===== src/rtl/fifo8way16.sv =====
// -----------------------------------------------------------------------------
// fifo8way16 - 8-entry x 16-bit synchronous FIFO with valid/ready handshakes.
//
// Eight 16-bit storage registers are written through an 8-way load demux that
// is steered by a 3-bit write pointer. They are read through an 8-way 16-bit
// mux (mux8way16) that is steered by a 3-bit read pointer. The read side is
// show-ahead: out_data always presents the head entry.
//
// Optional feature (build macro FIFO8WAY16_BYPASS_EN):
//   When the FIFO is EMPTY and in_valid=1, the word is presented on out_* in
//   the same cycle. If out_ready=1 as well, the word is consumed directly and
//   is never stored. Without the macro there is no combinational in->out path.
//
// Parameters:
//   ALMOST_FULL_LEVEL  almost_full asserts when count >= this value (1..8)
//
// Ports:
//   clock        in   single clock, rising edge
//   reset        in   asynchronous, active-high reset
//   in_data      in   [15:0] write data
//   in_valid     in   producer offers in_data
//   in_ready     out  FIFO can accept (push = in_valid & in_ready)
//   out_data     out  [15:0] head-of-queue data, 0 when out_valid=0
//   out_valid    out  head entry valid
//   out_ready    in   consumer takes head (pop = out_valid & out_ready)
//   count        out  [3:0] occupancy 0..8
//   almost_full  out  count >= ALMOST_FULL_LEVEL
// -----------------------------------------------------------------------------
module fifo8way16 #(
   parameter int ALMOST_FULL_LEVEL = 6
) (
   input  logic        clock,
   input  logic        reset,
   input  logic [15:0] in_data,
   input  logic        in_valid,
   output logic        in_ready,
   output logic [15:0] out_data,
   output logic        out_valid,
   input  logic        out_ready,
   output logic [3:0]  count,
   output logic        almost_full
);

   localparam logic [1:0] EMPTY   = 2'd0;
   localparam logic [1:0] PARTIAL = 2'd1;
   localparam logic [1:0] FULL    = 2'd2;

   localparam logic [3:0] AF_LEVEL = ALMOST_FULL_LEVEL[3:0];

   // 8-way 16-bit read mux
   function automatic logic [15:0] mux8way16(
      input logic [15:0] a,
      input logic [15:0] b,
      input logic [15:0] c,
      input logic [15:0] d,
      input logic [15:0] e,
      input logic [15:0] f,
      input logic [15:0] g,
      input logic [15:0] h,
      input logic [2:0]  sel
   );
      logic [15:0] y;
      case (sel)
         3'd0:    y = a;
         3'd1:    y = b;
         3'd2:    y = c;
         3'd3:    y = d;
         3'd4:    y = e;
         3'd5:    y = f;
         3'd6:    y = g;
         3'd7:    y = h;
         default: y = 16'h0000;
      endcase
      return y;
   endfunction

   logic [1:0]  state_r;
   logic [1:0]  state_next_s;
   logic [3:0]  count_r;
   logic [3:0]  count_next_s;
   logic [2:0]  wr_ptr_r;
   logic [2:0]  rd_ptr_r;
   logic [15:0] mem_r [0:7];
   logic        almost_full_r;

   logic        in_ready_s;
   logic        out_valid_s;
   logic [15:0] out_data_s;
   logic [15:0] head_s;
   logic        bypass_s;
   logic        push_s;
   logic        pop_s;
   logic        wr_en_s;
   logic        rd_en_s;

   assign head_s = mux8way16(mem_r[0], mem_r[1], mem_r[2], mem_r[3],
                             mem_r[4], mem_r[5], mem_r[6], mem_r[7], rd_ptr_r);

   // Output decode: handshake flags and head data from the current state
   always_comb begin
      in_ready_s  = 1'b0;
      out_valid_s = 1'b0;
      out_data_s  = 16'h0000;
      bypass_s    = 1'b0;
      // in_ready ignores out_ready on purpose: no push-through when full
      if (!reset && (state_r != FULL)) begin
         in_ready_s = 1'b1;
      end else begin
         in_ready_s = 1'b0;
      end
`ifdef FIFO8WAY16_BYPASS_EN
      if (state_r != EMPTY) begin
         out_valid_s = 1'b1;
         out_data_s  = head_s;
      end else if (!reset && in_valid) begin
         // empty FIFO forwards the offered word straight to the consumer
         out_valid_s = 1'b1;
         out_data_s  = in_data;
         bypass_s    = out_ready;
      end else begin
         out_valid_s = 1'b0;
         out_data_s  = 16'h0000;
      end
`else
      if (state_r != EMPTY) begin
         out_valid_s = 1'b1;
         out_data_s  = head_s;
      end else begin
         out_valid_s = 1'b0;
         out_data_s  = 16'h0000;
      end
`endif
   end

   assign push_s  = in_valid & in_ready_s;
   assign pop_s   = out_valid_s & out_ready;
   // a bypassed word touches neither storage, pointers nor count
   assign wr_en_s = push_s & ~bypass_s;
   assign rd_en_s = pop_s & ~bypass_s;

   // Next-state decode: occupancy and state follow the accepted transfers
   always_comb begin
      count_next_s = count_r;
      state_next_s = state_r;
      case ({wr_en_s, rd_en_s})
         2'b10:   count_next_s = count_r + 4'd1;
         2'b01:   count_next_s = count_r - 4'd1;
         default: count_next_s = count_r;
      endcase
      // state is derived from the next count so the two can never disagree
      if (count_next_s == 4'd0) begin
         state_next_s = EMPTY;
      end else if (count_next_s == 4'd8) begin
         state_next_s = FULL;
      end else begin
         state_next_s = PARTIAL;
      end
   end

   // State register: FSM state, occupancy and almost_full flag
   always_ff @(posedge clock or posedge reset) begin
      if (reset) begin
         state_r       <= EMPTY;
         count_r       <= 4'd0;
         almost_full_r <= 1'b0;
      end else begin
         state_r       <= state_next_s;
         count_r       <= count_next_s;
         almost_full_r <= (count_next_s >= AF_LEVEL);
      end
   end

   // Pointers and storage: demuxed write into mem_r, pointers wrap mod 8
   always_ff @(posedge clock or posedge reset) begin
      if (reset) begin
         wr_ptr_r <= 3'd0;
         rd_ptr_r <= 3'd0;
         for (int i = 0; i < 8; i++) begin
            mem_r[i] <= 16'h0000;
         end
      end else begin
         if (wr_en_s) begin
            mem_r[wr_ptr_r] <= in_data;
            wr_ptr_r        <= wr_ptr_r + 3'd1;
         end else begin
            wr_ptr_r        <= wr_ptr_r;
         end
         if (rd_en_s) begin
            rd_ptr_r <= rd_ptr_r + 3'd1;
         end else begin
            rd_ptr_r <= rd_ptr_r;
         end
      end
   end

   assign in_ready    = in_ready_s;
   assign out_valid   = out_valid_s;
   assign out_data    = out_data_s;
   assign count       = count_r;
   assign almost_full = almost_full_r;

endmodule

===== config.mk =====
export PLATFORM = sky130hd
export DESIGN_NAME = fifo8way16
export DESIGN_NICKNAME = d
export VERILOG_FILES = /design/src/rtl/fifo8way16.sv
export SDC_FILE = /design/constraint.sdc
export NUM_CORES = 1
export LEC_CHECK = 0
export ABC_CLOCK_PERIOD_IN_PS = 4880
export CAP_MARGIN = 20
export CORE_MARGIN = 2
export CORE_UTILIZATION = 40
export DETAILED_ROUTE_END_ITERATION = 7
export PLACE_DENSITY = 0.66
export SYNTH_ARGS = -nofsm -noshare
export SYNTH_HDL_FRONTEND = slang
export SYNTH_SLANG_ARGS = --single-unit

===== constraint.sdc =====
create_clock -name clock -period 4.88 [get_ports clock]
set_clock_uncertainty 0.1 [all_clocks]
set_input_delay 0.732 -clock clock [delete_from_list [all_inputs] [get_ports clock]]
set_output_delay 0.732 -clock clock [all_outputs]
set_load 0.005 [all_outputs]

Word-level counts from Yosys, hierarchy flattened:

Index checks and enable logic that the tools add are counted.

* logic and storage cells: 50
* output and inout bits: 23
* register bits after elaboration: 141

* order comparisons: 3
* eq/ne operators: 11
* reductions and logical operators: 6
* add/sub/neg operators: 4
* bitwise operators: 3
* muxes and demuxes: 10

Operators by type and width (number)
* $bwmux 128: 1
* $pmux 16 s8: 1
* $demux 16 s3: 1
* $mux 16: 2
* $eq 3x3->1 const B: 4
* $pmux 4 s2: 1
* $add 3x1->3 const B: 2
* $eq 3x2->1 const B: 2
* $add 4x1->4 const B: 1
* $eq 4x4->1 const B: 1
* $ge 4x3->1 const B: 1
* $ge 4x4->1 const B: 1
* $logic_not 4->1: 1
* $lt 4x1->1 const B: 1
* $mux 2: 2
* $not 3->4: 1
* $sub 4x1->4 const B: 1
* $eq 3x1->1 const B: 1
* $logic_not 3->1: 1
* $and 1x1->1: 2
* $eq 2x1->1 const B: 1
* $eq 2x2->1 const B: 1
* $logic_and 1x1->1: 2
* $mux 1: 2
* other kinds (3): 3

Logic depth before layout (Yosys ltp):

Gate-level depths: netlist of run 1.

* depth in word-level cells: 9
* mapped depth: 10

Least setup slack after synthesis of run 1:

No wires, ideal clock.

* kind: input port to flip-flop
* from: in reset
* to: reg almost_full_r (netlist: almost_full)
* slack: -0.789 ns
* data required time: 4.693 ns
* path buffers: 0
* stages: 9
* data arrival time: 5.482 ns
* path through: inv_1 o211a_4 inv_2 ha_1 a21oi_1 or3_1 nand2_1 or4b_1 o211ai_1

* longest elaborated chain between the ends: 7
* elaborated cells on any way between the ends: 8

Ends and longest elaborated chain
* start, declared: line 33 `input logic reset,`
* $logic_not 1->1 (no line) *
* $logic_and 1x1->1 *: line 106 `if (!reset && (state_r != FULL)) begin`
* $mux 1 *: line 106
* $and 1x1->1 *: line 135 `assign push_s = in_valid & in_ready_s;`
* $eq 2x1->1 / $eq 2x2->1 (equally long branches): line 145 `case ({wr_en_s, rd_en_s})`
* $pmux 4 s2 *: line 145
* $ge 4x3->1 *: line 169 `almost_full_r <= (count_next_s >= AF_LEVEL);`
* end signal, assigned: line 169
* end, declared: line 84 `logic almost_full_r;`

Every way passes the cells marked *; elsewhere a longest branch is shown, timed or not.
A chain may end at the register's enable or synchronous reset.

Worst setup path after layout of run 1:

* from: reg rd_ptr_r[2]
* to: out out_data[12]

* longest elaborated chain between the ends: 3
* elaborated cells on any way between the ends: 10

Ends and longest elaborated chain
* start, declared: line 82 `logic [2:0] rd_ptr_r;`
* start signal, assigned: line 189 `rd_ptr_r <= rd_ptr_r + 3'd1;`
* start signal, assigned: line 191 `rd_ptr_r <= rd_ptr_r;`
* $eq 3x3->1 (tied with other cells): line 63 `case (sel)`
* $pmux 16 s8 *: line 63
* $mux 16 *: line 125 `if (state_r != EMPTY) begin`
* end, declared: line 37 `output logic [15:0] out_data,`

Marks and branches as above.

==> results of run 1 <==
[worst max-delay path: cells and delay by family (launching register included)]
family	cells	cell delay (ns)
buf+inv	2	0.66
compound gates	1	0.28
simple gates	3	1.19
flops	1	0.56
fa+ha+maj	1	0.49
[metal layers]
metal / track usage / share of wire
met3: 0.0424 / 0.035
met1: 0.222 / 0.44
met4: 0.0664 / 0.017
met2: 0.308 / 0.51
met5: 0 / 0
[flip-flops by register name, summed over array words and instances, names as in the netlist]
| name | count |
|---|---|
| almost_full | 1 |
| count | 4 |
| mem_r | 128 |
| rd_ptr_r | 3 |
| state_r | 2 |
| wr_ptr_r | 3 |
[power by group through the flow]
stage	logic, mW	registers, mW	clock network [mW]
global placement	2.00	2.05	0
finish	2.04	2.10	1.15
detailed placement	2.05	2.11	0
floorplan	1.40	1.97	0
CTS	2.07	2.09	1.17
global route	2.24	2.17	1.22
[final timing paths]
check	startpoint	end	slack (ns)
max in group asynchronous	reset	mem_r[5]	2.71
min	mem_r[53]	mem_r[53]	0.39
max reg2reg	state_r[0]	almost_full	2.25
min in group asynchronous	reset	almost_full	0.80
min reg2reg	mem_r[53]	mem_r[53]	0.39
max	rd_ptr_r[2]	out_data[12]	0.44
[cell usage after synthesis (2+ instances only)]
library cell / count / share of area
nor2_4: 2 / 0.0035
xnor2_1: 6 / 0.0081
ha_1: 9 / 0.017
buf_4: 2 / 0.0023
o21ai_0: 3 / 0.0023
nand3b_4: 2 / 0.0062
mux2_1: 3 / 0.0052
xor2_1: 2 / 0.0027
a222oi_1: 22 / 0.034
clkbuf_1: 14 / 0.0081
buf_2: 8 / 0.0062
nor3b_4: 2 / 0.0058
a21oi_1: 6 / 0.0046
a41oi_1: 9 / 0.012
a22o_1: 4 / 0.0054
nand2_2: 2 / 0.0019
nor2b_1: 4 / 0.0039
nand2_1: 44 / 0.025
a31oi_1: 10 / 0.0096
nor2_1: 12 / 0.0069
dfrtp_1: 141 / 0.54
buf_6: 3 / 0.0052
mux2_2: 141 / 0.24
inv_1: 8 / 0.0046
[layout make-up]
type,count,share of cell area
clock inverters,3,0.00523
repair buffers,52,0.0690
well taps,216,0.0353
clock buffers,24,0.0616
multi-input cells,304,0.363
inverters,9,0.00491
flip-flops and latches,141,0.461
[kinds of logic after synthesis]
kind of cell	after synthesis
adder cells (fa/ha/maj)	9
multiplexers	144
AND/OR/NAND/NOR	82
AO/OA/AOI/OAI	61
XOR/XNOR	8
flip-flops	141
buffers and inverters	38
==> results.cfg, run 1 <==
[outcome]
status = complete, no violations

[global_route]
grt_pass1_wl_um = 24100
track_usage = 0.180
first_global_vias = 4519
grt_overflow = 0
grt_max_degree = 82
antenna_found_initial = 0

[critical_path]
setup.worst_path.class = reg2out
worst_ep_arrival_time_ns = 3.61
cp-end-kind = output pin
reg2reg_depth = 10
crit_fanout = 17
crit_path_cell_trace = inv_1 -> ha_1 -> or4_4 -> nor2_4 -> nand2_1 -> a41oi_1 -> clkdlybuf4s50_1
slowest_delay_ns = 0.63
setup.worst_path.start_class = flop
slowest_stage = or4_4
required_ns = 4.05

[final_layout]
synthToLayoutAreaGrowth_pct = 17.9
fin_util = 0.482
seqCellArea_mm2 = 0.00353
final_cells = 749
fillers = 1384
final_cell_mix = mux2_2, dfrtp_1, nand2_1, clkdlybuf4s50_1, a222oi_1
num-nets-final = 554
multi_input_area_mm2 = 0.00278
diodes = 0
stdcell_area_mm2 = 0.00765
drive_gt1_frac = 0.353

[routing]
via_per_inst = 5.57
drc = 0
drt-initial-drc-count = 297
dr.pass1.iters = 8
drt_wl_total_um = 14800
wl_per_cell_um = 19.8
ant_nets = 0
route.vias.total = 4171

[die]
ios = 43
dieArea_mm2 = 0.0173
start_util = 0.408
core_mm2 = 0.0159
rows = 46
die_w_um = 131
die_h_um = 131

[power]
power_density_mw_per_mm2 = 691
p_sw_mw = 1.67
ir_drop_uv = 315
p_seq_frac = 0.396
pwr-share-clk = 0.217
p_total_mw = 5.29
intPower_mw = 3.62
pwr-share-comb = 0.387
p_leak_nw = 3.28
p_sw_frac = 0.316

[sta]
relSlewSlack = 0.255
rsz0062_at_grt = no
fin_crit_sh = 0.911
fin_worst_hold_slack_ns = 0.393
tns_ns = 0
setup_viol = 0
final_hold_viol_count = 0
slew_violations = 0
worst_slew_pin_slew_ns = 1.12
setup_slack_ns = 0.435
fmax_mhz = 225
fin_crit_ns = 4.44

[cts]
post-cts-setup-buffers = 0
numCtsBuffers = 17
clk_pin_slew_ns = 0.05
cts_tree = yes
cts_resized = 0
cts_num_sinks = 141
cts-root-buf = clkbuf_16
holdBufCountCts = 0
cts_max_level = 4
clock_latency_ns = 0.41
cts_buffer_depth = 2

[placed_design]
detailed_place_hpwl_um = 9300
gp_congestion = 0.765
post-place-ws_ns = 0.875
port_buffers = 42
dpl.cell_count = 720
place_area_mm2 = 0.00709

[synthesis]
synthSimpleGateAreaFrac = 0.0719
synth-xor-area-share = 0.0108
synthAdderAreaFrac = 0.0174
synth_cell_types = 48
syn_nets = 512
synth_ff_type = dfrtp_1
synth_top_family_by_area = multiplexers
synth_compound_area_frac = 0.0779
syn_area_per_cell_um2 = 13.4
synth_edf_count = 0
synth_cells = 483
muxShareOfSynthArea = 0.250
yosys_warnings = 0
async_reset_ff_frac = 1.00
synth-seq-cells = 141
seq_area_frac_synth = 0.544
synth_area_mm2 = 0.00649

[job]
cap_violations = 0

[worst_hold_path]
hp-class = reg2reg
holdPathStages = 1
No activity file was read; power rests on OpenSTA's default activity.
==> inputs of run 2 (changes only) <==
--- a/config.mk
+++ b/config.mk
@@ -6,5 +6,4 @@
 export NUM_CORES = 1
 export LEC_CHECK = 0
-export ABC_CLOCK_PERIOD_IN_PS = 4880
 export CAP_MARGIN = 20
 export CORE_MARGIN = 2
==> constraint.sdc (replaced) <==
create_clock -name clock -period 4.88 [get_ports clock]
set_clock_uncertainty 0.1 [all_clocks]
set_input_delay 0.976 -clock clock [delete_from_list [all_inputs] [get_ports clock]]
set_output_delay 0.976 -clock clock [all_outputs]
set_load 0.005 [all_outputs]
==> run 2 against run 1 <==
  * Cell area up 1.2%
  * Sequential share of layout area down 0.54 points
  * Power up 2.2%
==> results.cfg, run 2 (same netlist as run 1, synthesis figures left out) <==
[cts]
cts_resized = 0
cts-root-buf = clkbuf_16
clock_latency_ns = 0.42
cts_num_sinks = 141
numCtsBuffers = 17
cts_tree = yes
holdBufCountCts = 0
cts_buffer_depth = 2
clk_pin_slew_ns = 0.06
post-cts-setup-buffers = 0
cts_max_level = 4

[sta]
rsz0062_at_grt = no
fmax_mhz = 224
relSlewSlack = 0.275
setup_viol = 0
tns_ns = 0
fin_crit_sh = 0.915
slew_violations = 0
worst_slew_pin_slew_ns = 1.08
final_hold_viol_count = 0
fin_crit_ns = 4.47

[die]
start_util = 0.408
rows = 46
core_mm2 = 0.0159
die_w_um = 131
dieArea_mm2 = 0.0173
ios = 43
die_h_um = 131

[power]
p_sw_frac = 0.314
p_total_mw = 5.41
power_density_mw_per_mm2 = 698
pwr-share-clk = 0.235
p_leak_nw = 3.32
ir_drop_uv = 362
pwr-share-comb = 0.379
intPower_mw = 3.71
p_sw_mw = 1.70
p_seq_frac = 0.386

[final_layout]
regMostFlops = mem_r
largest_register_ffs = 128
synthToLayoutAreaGrowth_pct = 19.3
drive_gt1_frac = 0.362
num-nets-final = 555
diodes = 0
fillers = 1408
final_cells = 755
stdcell_area_mm2 = 0.00774
final_cell_mix = mux2_2, dfrtp_1, nand2_1, clkdlybuf4s50_1, a222oi_1

[placed_design]
gp_congestion = 0.773
dpl.cell_count = 721
port_buffers = 42
place_area_mm2 = 0.00712
detailed_place_hpwl_um = 9000

[critical_path]
crit_fanout = 20
setup.worst_path.class = reg2out
r2r_start = state_r[0]
ff2ff_setup_slack_ns = 2.04
required_ns = 3.80
worst_ep_arrival_time_ns = 3.39
cp-end-kind = output pin
r2r-end = almost_full
setup.worst_path.start_class = flop
reg2reg_depth = 10

[global_route]
antenna_found_initial = 0
grt_max_degree = 85
grt_overflow = 0
track_usage = 0.178
first_global_vias = 4417
grt_pass1_wl_um = 23900

[routing]
via_per_inst = 5.49
ant_nets = 0
dr.pass1.iters = 7
route.vias.total = 4148
drt-initial-drc-count = 357
drt_wl_total_um = 14600
wl_per_cell_um = 19.4
drc = 0

[worst_hold_path]
min_to = mem_r[52]
holdPathStages = 1
hp-start = mem_r[52]
hp-class = reg2reg

[job]
cap_violations = 0

[outcome]
status = complete, no violations
## run 2: cell type report
cell class                 instances  area [um2]  share of cell area
sequential                       141        3530               0.456
timing repair buffer              53         531              0.0685
inverter                           9        42.5             0.00549
clock buffer                      26         499              0.0645
clock inverter                     6        82.6              0.0107
tap                              216         270              0.0349
multi-input combinational        304        2790               0.360
## run 2: critical path: stages (launching register included)
cell and delay (ns):
dfrtp_1 0.38, inv_1 0.10, ha_1 0.53, or4_4 0.56, nor2_4 0.42, nand2_1 0.12
a41oi_1 0.29, clkdlybuf4s50_1 0.55
## run 2: routing by layer
metal	GRT usage	up-vias	wire, um	share of wire
met2	0.285	88	7160	0.49
li1	-	1879	-	-
met3	0.0421	22	541	0.037
met1	0.231	2159	6660	0.46
met5	0	-	0	0
met4	0.0773	0	257	0.018
## run 2: power by group through the flow
stage               combinational (mW)  sequential, mW  clock [mW]
detailed placement                2.06            2.10           0
global placement                  2.01            2.05           0
global route                      2.23            2.16        1.35
floorplan                         1.40            1.97           0
finish                            2.05            2.09        1.27
CTS                               2.07            2.09        1.29
## run 2: stage by stage
| step | worst slack, ns | hold slack [ns] | utilization |
|---|---|---|---|
| after floorplan | 0.0239 | 0.365 | - |
| after global placement | 0.888 | 0.374 | 0.448 |
| after detailed placement | 0.856 | 0.383 | 0.448 |
| after CTS | 0.320 | 0.395 | 0.485 |
| after global routing | 0.196 | 0.411 | 0.487 |
| final | 0.414 | 0.391 | 0.487 |
## run 2: worst max-delay path by stage
stage / startpoint / endpoint / slack [ns]
final: rd_ptr_r[0] / out_data[14] / 0.41
after global routing: rd_ptr_r[0] / out_data[14] / 0.20
after CTS: rd_ptr_r[0] / out_data[14] / 0.32
after detailed placement: rd_ptr_r[0] / out_data[14] / 0.86
after global placement: rd_ptr_r[0] / out_data[12] / 0.89
after floorplan: reset / state_r[1] / 0.02
